<file path="src/rtl/mm_pkg.sv">
// Shared definitions for the matrix multiply scheduler: word width, FSM
// state encoding and the index-width helper.
package mm_pkg;

  localparam int WORD_WIDTH = 32;

  typedef enum logic [2:0] {
    IDLE        = 3'd0,
    ISSUE       = 3'd1,
    WAIT_RESULT = 3'd2,
    STORE       = 3'd3,
    DONE        = 3'd4
  } sched_state_t;

  // Width of a row/column index; never narrower than one bit.
  function automatic int idx_width(input int n);
    return (n < 2) ? 1 : $clog2(n);
  endfunction

endpackage

</file>
<file path="src/rtl/matrix_vector_select.sv">
// Combinational extraction of one row (COLUMN_MODE=0) or one column
// (COLUMN_MODE=1) from a row-major packed N x N matrix of words.
module matrix_vector_select
  import mm_pkg::*;
#(
  parameter int N           = 4,
  parameter bit COLUMN_MODE = 1'b0,
  localparam int IW         = idx_width(N)
) (
  input  logic [WORD_WIDTH*N*N-1:0] matrix,
  input  logic [IW-1:0]             index,
  output logic [WORD_WIDTH*N-1:0]   vector
);

  // Index compare against constants keeps every slice static: a plain mux.
  always_comb begin
    vector = '0;
    for (int r = 0; r < N; r++) begin
      if (index == IW'(r)) begin
        for (int k = 0; k < N; k++) begin
          if (COLUMN_MODE)
            vector[k*WORD_WIDTH +: WORD_WIDTH] = matrix[(k*N + r)*WORD_WIDTH +: WORD_WIDTH];
          else
            vector[k*WORD_WIDTH +: WORD_WIDTH] = matrix[(r*N + k)*WORD_WIDTH +: WORD_WIDTH];
        end
      end
    end
  end

endmodule

</file>
<file path="src/rtl/matrix_mult_scheduler.sv">
// Walks all N x N output positions of C = A*B in row-major order, feeding one
// shared inner_product unit through its stb/ack handshakes and collecting results.
module matrix_mult_scheduler
  import mm_pkg::*;
#(
  parameter int N    = 4,
  localparam int IW  = idx_width(N)
) (
  input  logic                      clk,
  input  logic                      rst,
  input  logic                      start,
  input  logic [WORD_WIDTH*N*N-1:0] a_matrix,
  input  logic [WORD_WIDTH*N*N-1:0] b_matrix,
  output logic [WORD_WIDTH*N-1:0]   ip_row,
  output logic [WORD_WIDTH*N-1:0]   ip_column,
  output logic                      ip_in_stb,
  input  logic                      ip_in_ack,
  input  logic [WORD_WIDTH-1:0]     ip_out,
  input  logic                      ip_out_stb,
  output logic                      ip_out_ack,
  output logic [WORD_WIDTH*N*N-1:0] c_matrix,
  output logic [IW-1:0]             cur_row,
  output logic [IW-1:0]             cur_col,
  output logic                      busy,
  output logic                      done
);

  sched_state_t    state;
  sched_state_t    state_next;
  logic [IW-1:0]   i;
  logic [IW-1:0]   j;
  logic            last_col;
  logic            last_row;
  logic            result_take;

  assign last_col    = (j == IW'(N-1));
  assign last_row    = (i == IW'(N-1));
  assign result_take = (state == WAIT_RESULT) && ip_out_stb && ip_out_ack;
  assign cur_row     = i;
  assign cur_col     = j;

  matrix_vector_select #(.N(N), .COLUMN_MODE(1'b0)) u_row_select (
    .matrix (a_matrix),
    .index  (i),
    .vector (ip_row)
  );

  matrix_vector_select #(.N(N), .COLUMN_MODE(1'b1)) u_col_select (
    .matrix (b_matrix),
    .index  (j),
    .vector (ip_column)
  );

  always_ff @(posedge clk or posedge rst) begin
    if (rst)
      state <= IDLE;
    else
      state <= state_next;
  end

  always_comb begin
    state_next = state;
    unique case (state)
      IDLE:        if (start)       state_next = ISSUE;
      ISSUE:       if (ip_in_ack)   state_next = WAIT_RESULT;
      WAIT_RESULT: if (result_take) state_next = STORE;
      STORE:       state_next = (last_row && last_col) ? DONE : ISSUE;
      DONE:        state_next = IDLE;
      default:     state_next = IDLE;
    endcase
  end

  always_comb begin
    ip_in_stb  = (state == ISSUE);
    ip_out_ack = (state == WAIT_RESULT);
    busy       = (state != IDLE);
    done       = (state == DONE);
  end

  // Indices stay at (N-1,N-1) after the last element until the next start.
  always_ff @(posedge clk or posedge rst) begin
    if (rst) begin
      i <= '0;
      j <= '0;
    end else if (state == IDLE && start) begin
      i <= '0;
      j <= '0;
    end else if (state == STORE) begin
      if (!last_col) begin
        j <= j + 1'b1;
      end else if (!last_row) begin
        j <= '0;
        i <= i + 1'b1;
      end
    end
  end

  // Only the addressed element is written; no bulk clear outside reset.
  always_ff @(posedge clk or posedge rst) begin
    if (rst) begin
      c_matrix <= '0;
    end else if (result_take) begin
      for (int r = 0; r < N; r++) begin
        for (int col = 0; col < N; col++) begin
          if (i == IW'(r) && j == IW'(col))
            c_matrix[(r*N + col)*WORD_WIDTH +: WORD_WIDTH] <= ip_out;
        end
      end
    end
  end

endmodule

</file>
<file path="config.mk">
export PLATFORM = sky130hd
export DESIGN_NAME = matrix_mult_scheduler
export DESIGN_NICKNAME = d
export VERILOG_FILES = /design/src/rtl/mm_pkg.sv /design/src/rtl/matrix_vector_select.sv /design/src/rtl/matrix_mult_scheduler.sv
export SDC_FILE = /design/constraint.sdc
export NUM_CORES = 1
export LEC_CHECK = 0
export BUFFER_PORTS_ARGS = -buffer_cell sky130_fd_sc_hd__buf_2
export CAP_MARGIN = 5
export CORE_AREA = 2 2 721 723
export DETAILED_ROUTE_END_ITERATION = 6
export DIE_AREA = 0 0 723 725
export PLACE_DENSITY = 0.3
export SLEW_MARGIN = 10
export SYNTH_ARGS = -nofsm -noshare
export SYNTH_HDL_FRONTEND = slang
export SYNTH_SLANG_ARGS = --single-unit
</file>
<file path="constraint.sdc">
create_clock -name clk -period 40.4 [get_ports clk]
set_input_delay 6.06 -clock clk [delete_from_list [all_inputs] [get_ports clk]]
set_output_delay 6.06 -clock clk [all_outputs]
set_load 0.01 [all_outputs]
</file>
==> metrics.log <==
INFO  metric dieHeight = just over 700 µm
INFO  metric syn-mean-instance-area = about 11 µm²
INFO  metric syn2layout_area_growth = 68.0%
INFO  metric fp.dieW = approximately 720 µm
INFO  metric combined_area_of_all_synthesized_cells = roughly 0.029 mm²
INFO  metric remaining_design_rule_violation_count = 0
INFO  metric path_clk_slew = around 0.050 ns
INFO  metric fin_skew = a little over 0.09 ns
INFO  metric design.portCount = 1837
INFO  metric floorplan.rows = between 200 and 300
INFO  metric final_min_period_over_clock_period = roughly a third
INFO  metric vdd_drop_max = ~42 µV
INFO  metric clock_path_buffers = 4
INFO  metric post_cts.resized_instances = 0
INFO  metric rr_startpoint = cur_row[0]
INFO  metric synth_seq_area_share = 45.1%
INFO  metric holdWs = approximately 0.48 ns
INFO  metric hold_viol = 0
INFO  metric synth-simple-area-share = around 7.0%
INFO  metric postRouteAntennaNets = 0
INFO  metric endpoint_kind = output pin
INFO  metric max_cap_viol_count = 0
INFO  metric multiInputGateArea = around 0.014 mm²
INFO  metric synth_top_family_by_area = multiplexers
INFO  metric cts_made_buffers = 74
INFO  metric setup_repair_after_global_routing_missed_its_margin = false
INFO  metric vias = slightly above 30000
INFO  metric grt_usage = 12.8%
INFO  metric r2r_cells = 7
INFO  metric worst-endpoint-required = about 34 ns
INFO  metric cp_max_fo = 1
INFO  metric hold_path.class = flip-flop to flip-flop
INFO  metric hp-start = c_matrix[304]
INFO  metric total_leakage_power = around 23 nW
INFO  metric grt_pass1_wl = roughly 420000 µm
INFO  metric synth_xor_area_share = 0%
INFO  metric root_buffer = sky130_fd_sc_hd__clkbuf_16
INFO  metric hpwl = 304000 µm
INFO  metric p_per_area = around 66 mW/mm²
INFO  metric synth.yosys.warnings = 0
INFO  metric synth_seq_cells = 519
INFO  metric holdPathStages = 1
INFO  metric routed_via_density = around 2.7
INFO  metric post_drt_wl_per_cell = approximately 30 µm
INFO  metric post_synth_inst_count = 2658
INFO  metric synth-compound-area-share = between 15 and 20%
INFO  metric clk_latency = between 0.7 and 0.8 ns
INFO  metric crit_arrival = ~7.9 ns
INFO  metric final-setup-viol-count = 0
INFO  metric crit-reg2reg-capture = c_matrix[421]
INFO  metric hold_buffers = 0
INFO  metric die_area = between 0.5 and 0.6 mm²
INFO  metric finalCriticalPeriod = approximately 14 ns
INFO  metric regArea = about 0.013 mm²
INFO  metric min_delay_worst_endpoint = c_matrix[304]
INFO  metric crit_path_start_kind = primary input
INFO  metric netlist-cell-type-count = 35
INFO  metric regToRegSetupSlack = around 35 ns
INFO  metric outcome = finished clean
INFO  metric worst_pin_slew = approximately 1.3 ns
INFO  metric drv_slew = 0
INFO  metric cts.sink_count = about 520
INFO  metric criticalPathCategory = primary input to output pin
INFO  metric drive_gt1_share = 52.5%
INFO  metric first_global_vias = between 30000 and 40000
INFO  metric initial_core_util = under 10%
INFO  metric layout.filler_cells = roughly 61000
INFO  metric cts_htree_levels = 3
INFO  metric synth_nets = roughly 3700
INFO  metric layout_commonest_cell = sky130_fd_sc_hd__buf_2
INFO  metric nets = 5429
INFO  metric total_grt_overflow = 0
INFO  metric cts_post_setup_buffers_inserted = 0
INFO  metric place.gp.congestion = about 1.0
INFO  metric grt_start_max_net_pins = around 150
INFO  metric port_buffers = 1836
INFO  metric core = 0.516 mm²
INFO  metric maxClockFrequency = slightly above 70 MHz
INFO  metric timing.slew.headroom = about 14%
INFO  metric final_cell_mix = sky130_fd_sc_hd__buf_2 (1836), sky130_fd_sc_hd__dfrtp_1 (519), sky130_fd_sc_hd__nand2_1 (260), sky130_fd_sc_hd__a21oi_1 (259), sky130_fd_sc_hd__mux2_1 (246)
INFO  metric wirelength = about 350000 µm
INFO  metric antenna_found_initial = between 200 and 300
INFO  metric synth-adder-area-share = 0.348%
INFO  metric totalNegativeSetupSlack = 0 ns
INFO  metric cts_tree = done
INFO  metric first_iter_violations = approximately 2100
INFO  metric drt-pass1-iter-count = 5
INFO  metric post_synth_mux_area_share = 22.1%
synth_stat cells:
library cell               number  area share, %
sky130_fd_sc_hd__dfrtp_1      519             45
sky130_fd_sc_hd__nand2_1      260            3.4
sky130_fd_sc_hd__a21oi_1      259            4.5
sky130_fd_sc_hd__mux2_1       246            9.6
sky130_fd_sc_hd__clkbuf_1     165            2.2
sky130_fd_sc_hd__mux2_4       150            7.8
sky130_fd_sc_hd__inv_1        136            1.8
sky130_fd_sc_hd__a22o_1       129            3.9
sky130_fd_sc_hd__nor2b_1      129            2.8
sky130_fd_sc_hd__o21ai_0      129            2.2
sky130_fd_sc_hd__a221oi_1     127            3.9
sky130_fd_sc_hd__o31ai_1      127            3.3
sky130_fd_sc_hd__mux2_2       116            4.5
sky130_fd_sc_hd__buf_1         42           0.55
sky130_fd_sc_hd__buf_6         30            1.2
sky130_fd_sc_hd__and3_1        15           0.33
sky130_fd_sc_hd__buf_12        15            1.0
sky130_fd_sc_hd__buf_4         15           0.39
sky130_fd_sc_hd__buf_2         14           0.24
sky130_fd_sc_hd__ha_1           8           0.35
sky130_fd_sc_hd__buf_8          3           0.16
sky130_fd_sc_hd__mux2i_1        3           0.10
sky130_fd_sc_hd__nor3b_1        3          0.078
sky130_fd_sc_hd__a211oi_1       2          0.052
sky130_fd_sc_hd__clkbuf_2       2          0.035
sky130_fd_sc_hd__nand2b_1       2          0.043
sky130_fd_sc_hd__nand3b_1       2          0.052
sky130_fd_sc_hd__nor2_1         2          0.026
sky130_fd_sc_hd__nor4bb_4       2           0.17
sky130_fd_sc_hd__a31o_2         1          0.030
sky130_fd_sc_hd__nand3_2        1          0.035
sky130_fd_sc_hd__nor3_1         1          0.017
sky130_fd_sc_hd__o21a_1         1          0.026
sky130_fd_sc_hd__or3_1          1          0.022
sky130_fd_sc_hd__or4b_2         1          0.035
how the worst max path moves through the flow:
stage,startpoint,end,cells after the start
3_3_place_gp,b_matrix[422],ip_column[102],4
3_5_place_dp,b_matrix[32],ip_column[0],4
4_1_cts,b_matrix[32],ip_column[0],4
2_1_floorplan,rst,c_matrix[0],1
6_report,b_matrix[32],ip_column[0],4
5_1_grt,a_matrix[11],ip_row[11],5
state kept, by name, indices dropped and copies added, names as in the netlist:
name / flops
c_matrix: 512
cur_col: 2
cur_row: 2
state: 3
stage by stage:
stage	setup slack [ns]	cell area, µm²	total power [mW]	util [%]	instances
after detailed placement	26.34	45800	2.60	8.88	11200
after floorplan	19.84	28800	1.31	-	2658
final	26.46	48400	3.17	9.37	11400
after global placement	25.87	45800	2.60	8.88	11200
after CTS	26.35	48100	3.27	9.33	11300
after global routing	26.53	48200	3.32	9.35	11400
power breakdown:
group / switching, mW / internal [mW] / total (mW)
clock: 0.266 / 0.382 / 0.648
combinational: 1.35 / 0.525 / 1.87
sequential: 0.0482 / 0.606 / 0.654
routing by layer:
layer | GRT usage [%] | vias up | part of all wire (%)
li1 | - | 13100 | -
met1 | 15.1 | 15500 | 40
met2 | 22.1 | 1717 | 48
met3 | 3.93 | 507 | 8.1
met4 | 3.69 | 98 | 3.4
met5 | 0 | - | 0.18
worst max-delay path, cell delays in order:
cell and delay [ns]:
sky130_fd_sc_hd__buf_2 0.20, sky130_fd_sc_hd__a221oi_1 0.97, sky130_fd_sc_hd__o31ai_1 0.36, sky130_fd_sc_hd__buf_2 0.25
kinds of logic after synthesis:
kind of cell	Yosys count
AO/OA/AOI/OAI	775
adder cells (fa/ha/maj)	8
buffers and inverters	422
flip-flops	519
multiplexers	515
AND/OR/NAND/NOR	419
cell type report:
class	instances	share of cell area, %
Sequential cell	519	26.9
Tap cell	6916	17.9
Inverter	136	1.07
Clock buffer	103	4.28
Antenna cell	101	0.523
Clock inverter	17	0.463
Multi-Input combinational cell	1717	28.6
Timing Repair Buffer	1912	20.3
No activity file was read; power rests on OpenSTA's default activity.
